## src/rtl/divider_arb_pkg.sv

```systemverilog
// Shared types for the two-requester divider arbiter: one-hot FSM states
// and the owner encoding used by the arbiter and its round-robin picker.
package divider_arb_pkg;

    typedef enum logic [4:0] {
        IDLE  = 5'b00001,
        ISSUE = 5'b00010,
        WAIT  = 5'b00100,
        RESP  = 5'b01000,
        ZERR  = 5'b10000
    } arb_state_t;

    localparam logic OWN_A = 1'b0;
    localparam logic OWN_B = 1'b1;

endpackage

```

## src/rtl/divider_arbiter_rr_arb2.sv

```systemverilog
// Two-way round-robin picker; the pointer names the side that wins a tie
// and flips to the loser's side whenever a grant is taken.
module rr_arb2
    import divider_arb_pkg::*;
(
    input  logic Clk,
    input  logic Reset,
    input  logic req_a,
    input  logic req_b,
    input  logic advance,
    output logic valid,
    output logic pick
);

    logic ptr_r;

    // Combinational pick: a lone requester wins, a tie goes to the pointer.
    always_comb begin
        valid = req_a | req_b;
        if (req_a && req_b) begin
            pick = ptr_r;
        end else if (req_a) begin
            pick = OWN_A;
        end else begin
            pick = OWN_B;
        end
    end

    // Pointer register, moved past the winner on every accepted grant.
    always_ff @(posedge Clk) begin
        if (Reset) begin
            ptr_r <= OWN_A;
        end else if (advance) begin
            ptr_r <= ~pick;
        end
    end

endmodule

```

## src/rtl/divider_arbiter.sv

```systemverilog
// Shares one iterative divider between requesters A and B: round-robin
// grant, handshake sequencing, divide-by-zero screening and a hang watchdog.
module divider_arbiter
    import divider_arb_pkg::*;
#(
    parameter int WIDTH   = 4,
    parameter int TIMEOUT = 15
) (
    input  logic             Clk,
    input  logic             Reset,
    input  logic             ReqA,
    input  logic [WIDTH-1:0] XA,
    input  logic [WIDTH-1:0] YA,
    input  logic             ReqB,
    input  logic [WIDTH-1:0] XB,
    input  logic [WIDTH-1:0] YB,
    output logic             GntA,
    output logic             GntB,
    output logic             DoneA,
    output logic             DoneB,
    output logic [WIDTH-1:0] Quo,
    output logic [WIDTH-1:0] Rem,
    output logic             Err,
    output logic [WIDTH-1:0] Div_Xin,
    output logic [WIDTH-1:0] Div_Yin,
    output logic             Div_Start,
    output logic             Div_Ack,
    output logic             Div_Reset,
    input  logic             Div_Done,
    input  logic [WIDTH-1:0] Div_Quotient,
    input  logic [WIDTH-1:0] Div_Remainder
);

    localparam int CW = $clog2(TIMEOUT + 1);

    arb_state_t       state_r, state_s;
    logic             owner_r, owner_s;
    logic [CW-1:0]    cnt_r;
    logic             valid_s, pick_s, take_s;
    logic             done_s, timeout_s;
    logic [WIDTH-1:0] win_x_s, win_y_s;

    rr_arb2 u_rr (
        .Clk     (Clk),
        .Reset   (Reset),
        .req_a   (ReqA),
        .req_b   (ReqB),
        .advance (take_s),
        .valid   (valid_s),
        .pick    (pick_s)
    );

    // Winner selection and the two ways out of WAIT.
    always_comb begin
        take_s    = (state_r == IDLE) && valid_s;
        owner_s   = take_s ? pick_s : owner_r;
        win_x_s   = (pick_s == OWN_B) ? XB : XA;
        win_y_s   = (pick_s == OWN_B) ? YB : YA;
        done_s    = (state_r == WAIT) && Div_Done;
        timeout_s = (state_r == WAIT) && !Div_Done && (cnt_r == CW'(TIMEOUT - 1));
    end

    // Next-state logic.
    always_comb begin
        state_s = state_r;
        case (state_r)
            IDLE: begin
                if (take_s) begin
                    state_s = (win_y_s == {WIDTH{1'b0}}) ? ZERR : ISSUE;
                end else begin
                    state_s = IDLE;
                end
            end
            ISSUE: state_s = WAIT;
            WAIT: begin
                if (done_s || timeout_s) begin
                    state_s = RESP;
                end else begin
                    state_s = WAIT;
                end
            end
            RESP:    state_s = IDLE;
            ZERR:    state_s = RESP;
            default: state_s = IDLE;
        endcase
    end

    // State register.
    always_ff @(posedge Clk) begin
        if (Reset) begin
            state_r <= IDLE;
        end else begin
            state_r <= state_s;
        end
    end

    // Handshake pulses are decoded from the next state so they line up with it.
    always_ff @(posedge Clk) begin
        if (Reset) begin
            GntA      <= 1'b0;
            GntB      <= 1'b0;
            DoneA     <= 1'b0;
            DoneB     <= 1'b0;
            Div_Start <= 1'b0;
            Div_Ack   <= 1'b0;
            Div_Reset <= 1'b1;
        end else begin
            GntA      <= (state_s == ISSUE || state_s == ZERR) && (owner_s == OWN_A);
            GntB      <= (state_s == ISSUE || state_s == ZERR) && (owner_s == OWN_B);
            DoneA     <= (state_s == RESP) && (owner_r == OWN_A);
            DoneB     <= (state_s == RESP) && (owner_r == OWN_B);
            Div_Start <= (state_s == ISSUE);
            Div_Ack   <= done_s;
            Div_Reset <= timeout_s;
        end
    end

    // Operand capture, watchdog counter and result registers.
    always_ff @(posedge Clk) begin
        if (Reset) begin
            owner_r <= OWN_A;
            Div_Xin <= {WIDTH{1'b0}};
            Div_Yin <= {WIDTH{1'b0}};
            cnt_r   <= {CW{1'b0}};
            Quo     <= {WIDTH{1'b0}};
            Rem     <= {WIDTH{1'b0}};
            Err     <= 1'b0;
        end else begin
            if (take_s) begin
                owner_r <= pick_s;
                Div_Xin <= win_x_s;
                Div_Yin <= win_y_s;
            end
            if (state_r == ISSUE) begin
                cnt_r <= {CW{1'b0}};
            end else if (state_r == WAIT && cnt_r != CW'(TIMEOUT)) begin
                cnt_r <= cnt_r + {{(CW-1){1'b0}}, 1'b1};
            end
            if (done_s) begin
                Quo <= Div_Quotient;
                Rem <= Div_Remainder;
                Err <= 1'b0;
            end else if (timeout_s) begin
                Quo <= {WIDTH{1'b0}};
                Rem <= {WIDTH{1'b0}};
                Err <= 1'b1;
            end else if (state_r == ZERR) begin
                Quo <= {WIDTH{1'b0}};
                Rem <= Div_Xin;
                Err <= 1'b1;
            end
        end
    end

endmodule

```

## config.mk

```make
export PLATFORM = sky130hd
export DESIGN_NAME = divider_arbiter
export DESIGN_NICKNAME = d
export VERILOG_FILES = /design/src/rtl/divider_arb_pkg.sv /design/src/rtl/divider_arbiter_rr_arb2.sv /design/src/rtl/divider_arbiter.sv
export SDC_FILE = /design/constraint.sdc
export NUM_CORES = 1
export LEC_CHECK = 0
export ABC_AREA = 1
export BUFFER_PORTS_ARGS = -buffer_cell sky130_fd_sc_hd__buf_2
export CAP_MARGIN = 20
export CELL_PAD_IN_SITES_DETAIL_PLACEMENT = 0
export CELL_PAD_IN_SITES_GLOBAL_PLACEMENT = 1
export CORE_ASPECT_RATIO = 2
export CORE_MARGIN = 3
export CORE_UTILIZATION = 30
export CTS_BUF_LIST = sky130_fd_sc_hd__clkbuf_16
export CTS_CLUSTER_DIAMETER = 80
export DETAILED_ROUTE_END_ITERATION = 8
export HOLD_SLACK_MARGIN = 0.05
export PLACE_DENSITY_LB_ADDON = 0.1
export SLEW_MARGIN = 20
export SYNTH_ARGS = -nofsm -noshare
export SYNTH_HDL_FRONTEND = slang
export SYNTH_HIERARCHICAL = 1
export SYNTH_SLANG_ARGS = --single-unit
```

## constraint.sdc

```tcl
create_clock -name Clk -period 1.3 [get_ports Clk]
set_clock_uncertainty 0.2 [all_clocks]
set_input_delay 0.065 -clock Clk [delete_from_list [all_inputs] [get_ports Clk]]
set_output_delay 0.065 -clock Clk [all_outputs]
set_load 0.01 [all_outputs]
```

==> run summary <==
The flow ran to the end, but the final reports show violations. The final reports fail on negative hold slack, negative setup slack. Summed over all instances, the cell type with the most area after synthesis is sky130_fd_sc_hd__dfxtp_1. Routability-driven placement finished with a final weighted congestion of 0.767. Counting instances in the post-synthesis netlist gives the leading cell types as sky130_fd_sc_hd__nand2_1 (74), sky130_fd_sc_hd__dfxtp_1 (35), sky130_fd_sc_hd__nor2_1 (25). For the number of pins with negative max-slew slack in the final report, the log shows 0. The path class of the tightest hold or removal check is in -> reg. Of all flip-flops after synthesis, the portion carrying an async set or reset was 0%. Using the TritonRoute via totals, the vias-per-cell ratio works out to 4.48. Peak clock frequency supported by timing: 671 MHz.

Global routing used 16.1% of the available tracks across all layers. Data arrival time of the critical path: 1.50 ns. Most instantiated flip-flop cell in the synthesis netlist: sky130_fd_sc_hd__dfxtp_1.

The first detailed-routing pass took 4 iterations. After synthesis, the cell types taking the most area are sky130_fd_sc_hd__dfxtp_1 (46%), sky130_fd_sc_hd__nand2_1 (18%), sky130_fd_sc_hd__nor2_1 (6.2%). The measured slew at the worst slew-check pin came out at 0.258 ns. After detailed routing, no signal wire sits above met4. Of all nets on the critical path, the largest fanout is 8. The quantity of I/O buffers inserted on ports is 52. Per report_power, the clock group accounts for 36.4% of the total.

Summed over its instances, the top area cell type makes up 46.4% of the synthesized netlist area. TritonCTS built the clock tree. Entering global routing, the biggest net connects 15 pins.

The routed design uses 2890 µm of met2 wire. The tools report the number of distinct library cell variants in the gate-level netlist after synthesis as 26. For this run, the number of Yosys warnings is 6.

The antenna diode count came out at 0. In this run the deepest clock path goes through 2 buffers. The final layout contains 352 nets. Per report_power, the combinational group accounts for 24.4% of the total. VDD sags by at most 0.835 mV.

The post-route met1 wirelength is 1420 µm. After synthesis, the mean cell area works out to 7.27 µm². The clock latency reported for the late side of the worst-skew pair is 0.27 ns, and the post-layout worst setup margin is -0.190 ns. The logs give 1697 for the via count of the routed design and 0 for the DRC violation count after routing. Starting utilization of the core area: 31.1%.

The post-layout minimum cycle time works out to 1.49 ns. The root buffer cell chosen for the clock tree is sky130_fd_sc_hd__clkbuf_16. The logs give -0.0867 ns for the smallest hold slack and 0.00598 mm² for the area of the die. Row generation in the floorplan step produced 36 rows. The critical path is of the reg -> reg type. In the final layout, the share of cells above drive strength 1 is 50.3%. The number of enable-type register cells in the synthesized netlist is 0.

The initial antenna violation count was 0; the number of endpoints with negative hold slack in the final report was 2. Excluding fillers, the count of instances in the completed layout stands at 379. The number of hold-repair buffers added at the cts stage came out at 26. The total I/O pin count is 53. Summed over all layers, the global routing overflow is 0. The tools report the kind of launch point of the worst setup path as a register.

The tools report the number of global-route vias before repair as 1724. Total core area: 0.00486 mm². The final cycle utilization of the critical path is 115%, and the endpoint required time on the critical path is 1.31 ns. In this run the power spent charging and discharging nets is 0.847 mW. The clock slew at the register clock pins of the worst setup and hold paths was 0.05 ns.

Measured against its own limit, the worst slew margin works out to 82.7%. Number of filler cells placed in the layout: 487. The wire length of the first global-routing pass is 7490 µm. The H-tree was split into 2 levels. The element type at the critical path end is a register.

The routed wire length per instance is 12.1 µm, and the height of the chip is 106 µm. For the aggregate routed wire length, the log shows 4580 µm. The net count of the mapped netlist is 239, and the area growth from synthesis to layout is 82.5%. The floorplan step set the die width to 56.2 µm. Counting every instance in the synthesized netlist gives 208.

The internal power of the cells is 2.20 mW, and the setup TNS after final layout is -3.77 ns. The sequential cell area fraction in the yosys report is 46.4%. The number of buffers created by CTS was 5; the total met3 wirelength after detailed routing was 168 µm. The power per standard cell area is 1100 mW/mm², and the post-detailed-route count of antenna-violating nets is 0.

The dominant cell by count in the synthesized netlist is sky130_fd_sc_hd__nand2_1. The leakage power of the design is 1.30 nW, and the flip-flop and latch count after synthesis is 35. Net switching is 27.8% of the power.

Setup repair after global routing could not meet its margin everywhere. For the sequential share of power, the log shows 39.2%. The logs give 3310 µm for the half-perimeter wire length of the detailed placement result and 33 for the total setup violations reported at the end of the flow. The tool flagged a number of max-cap violations equal to 0. After the first detailed-routing iteration, the DRC count stood at 26.

The minimum setup slack among reg-to-reg paths was -0.19 ns; the CTS sink count was 35. The placed instance count was 335. In this run the cell area of the synthesized design comes to 0.00151 mm².
[layer usage]
| metal | track usage (%) | up-vias |
|---|---|---|
| met4 | 6.28 | 0 |
| met5 | 0 | - |
| met3 | 2.92 | 8 |
| li1 | - | 882 |
| met1 | 13.9 | 770 |
| met2 | 34.0 | 37 |
[power groups by stage]
stage	Combinational, mW	Clock [mW]	Sequential [mW]
2_1_floorplan	0.223	0	1.23
3_3_place_gp	0.468	0	1.21
3_5_place_dp	0.469	0	1.21
4_1_cts	0.638	1.14	1.20
5_1_grt	0.817	1.18	1.20
6_report	0.742	1.11	1.20
[state kept, by name, indices dropped and copies added (netlist names), 4 cells and up]
name and cells:
cnt_r 4, Quo 4, Div_Xin 4, Div_Yin 4
Rem 4, state_r 5
[placed cells by master (no fill, tap or decap), types with 3 or more instances in the layout]
| cell type | count |
|---|---|
| sky130_fd_sc_hd__a21oi_1 | 3 |
| sky130_fd_sc_hd__a21oi_2 | 10 |
| sky130_fd_sc_hd__buf_2 | 53 |
| sky130_fd_sc_hd__buf_4 | 26 |
| sky130_fd_sc_hd__buf_6 | 3 |
| sky130_fd_sc_hd__clkbuf_16 | 5 |
| sky130_fd_sc_hd__dfxtp_1 | 27 |
| sky130_fd_sc_hd__dfxtp_2 | 7 |
| sky130_fd_sc_hd__dlygate4sd3_1 | 26 |
| sky130_fd_sc_hd__inv_1 | 10 |
| sky130_fd_sc_hd__inv_2 | 6 |
| sky130_fd_sc_hd__nand2_1 | 61 |
| sky130_fd_sc_hd__nand2_2 | 7 |
| sky130_fd_sc_hd__nand2_4 | 8 |
| sky130_fd_sc_hd__nand3_1 | 3 |
| sky130_fd_sc_hd__nand3b_1 | 4 |
| sky130_fd_sc_hd__nand4_1 | 3 |
| sky130_fd_sc_hd__nor2_1 | 14 |
| sky130_fd_sc_hd__nor2_2 | 7 |
| sky130_fd_sc_hd__nor2_4 | 9 |
| sky130_fd_sc_hd__o21ai_2 | 4 |
[stage by stage]
step | area (µm²) | power [mW] | util (%) | hold WS [ns] | setup WS, ns
finish | 2760 | 3.05 | 56.7 | -0.0867 | -0.190
CTS | 2600 | 2.98 | 53.5 | -0.0786 | -0.177
global route | 2760 | 3.20 | 56.7 | -0.0608 | -0.276
detailed placement | 2010 | 1.68 | 41.3 | 0.0804 | -0.250
global placement | 2010 | 1.68 | 41.3 | 0.0838 | -0.222
floorplan | 1530 | 1.45 | - | -0.0641 | -0.100
[kinds of logic after synthesis]
logic type	Yosys count	share of synthesized area [%]
fa+ha+maj	2	1.66
simple gates	121	35.4
flops	35	46.4
buf+inv	23	5.88
xor+xnor	1	0.580
compound gates	26	10.1
[critical path: stages (launching register included)]
cell and delay, ns:
sky130_fd_sc_hd__dfxtp_2 0.34, sky130_fd_sc_hd__inv_2 0.05, sky130_fd_sc_hd__ha_4 0.16, sky130_fd_sc_hd__inv_4 0.05, sky130_fd_sc_hd__nor2_4 0.04, sky130_fd_sc_hd__o21ai_4 0.22, sky130_fd_sc_hd__buf_12 0.15, sky130_fd_sc_hd__nand2_4 0.04
sky130_fd_sc_hd__nand2_2 0.06, sky130_fd_sc_hd__nor2_2 0.03, sky130_fd_sc_hd__nor2_1 0.08
[timing repair]
action,CTS,global route
hold endpoints to repair,32,6
pin swaps,15,22
setup buffers,6,3
cloned,0,1
setup endpoints to repair,33,35
gates resized for setup,51,37
[final cells by class]
class                   instances  area (µm²)  share of cell area, %
clock inverters                 3        12.5                  0.454
clock buffers                   5         125                   4.54
flip-flops and latches         35         713                   25.9
multi-input cells             150         955                   34.6
repair buffers                110         795                   28.8
inverters                      19        87.6                   3.17
well taps                      57        71.3                   2.59
[final timing paths]
kind	from	end	depth (start not counted)
worst max-delay path	cnt_r[0]	Rem[0]	10
worst min-delay path	ReqA	GntB	4
worst max register to register	cnt_r[0]	Rem[0]	10
worst min register to register	owner_r	DoneA	1
Power figures use the tool's default switching activity.
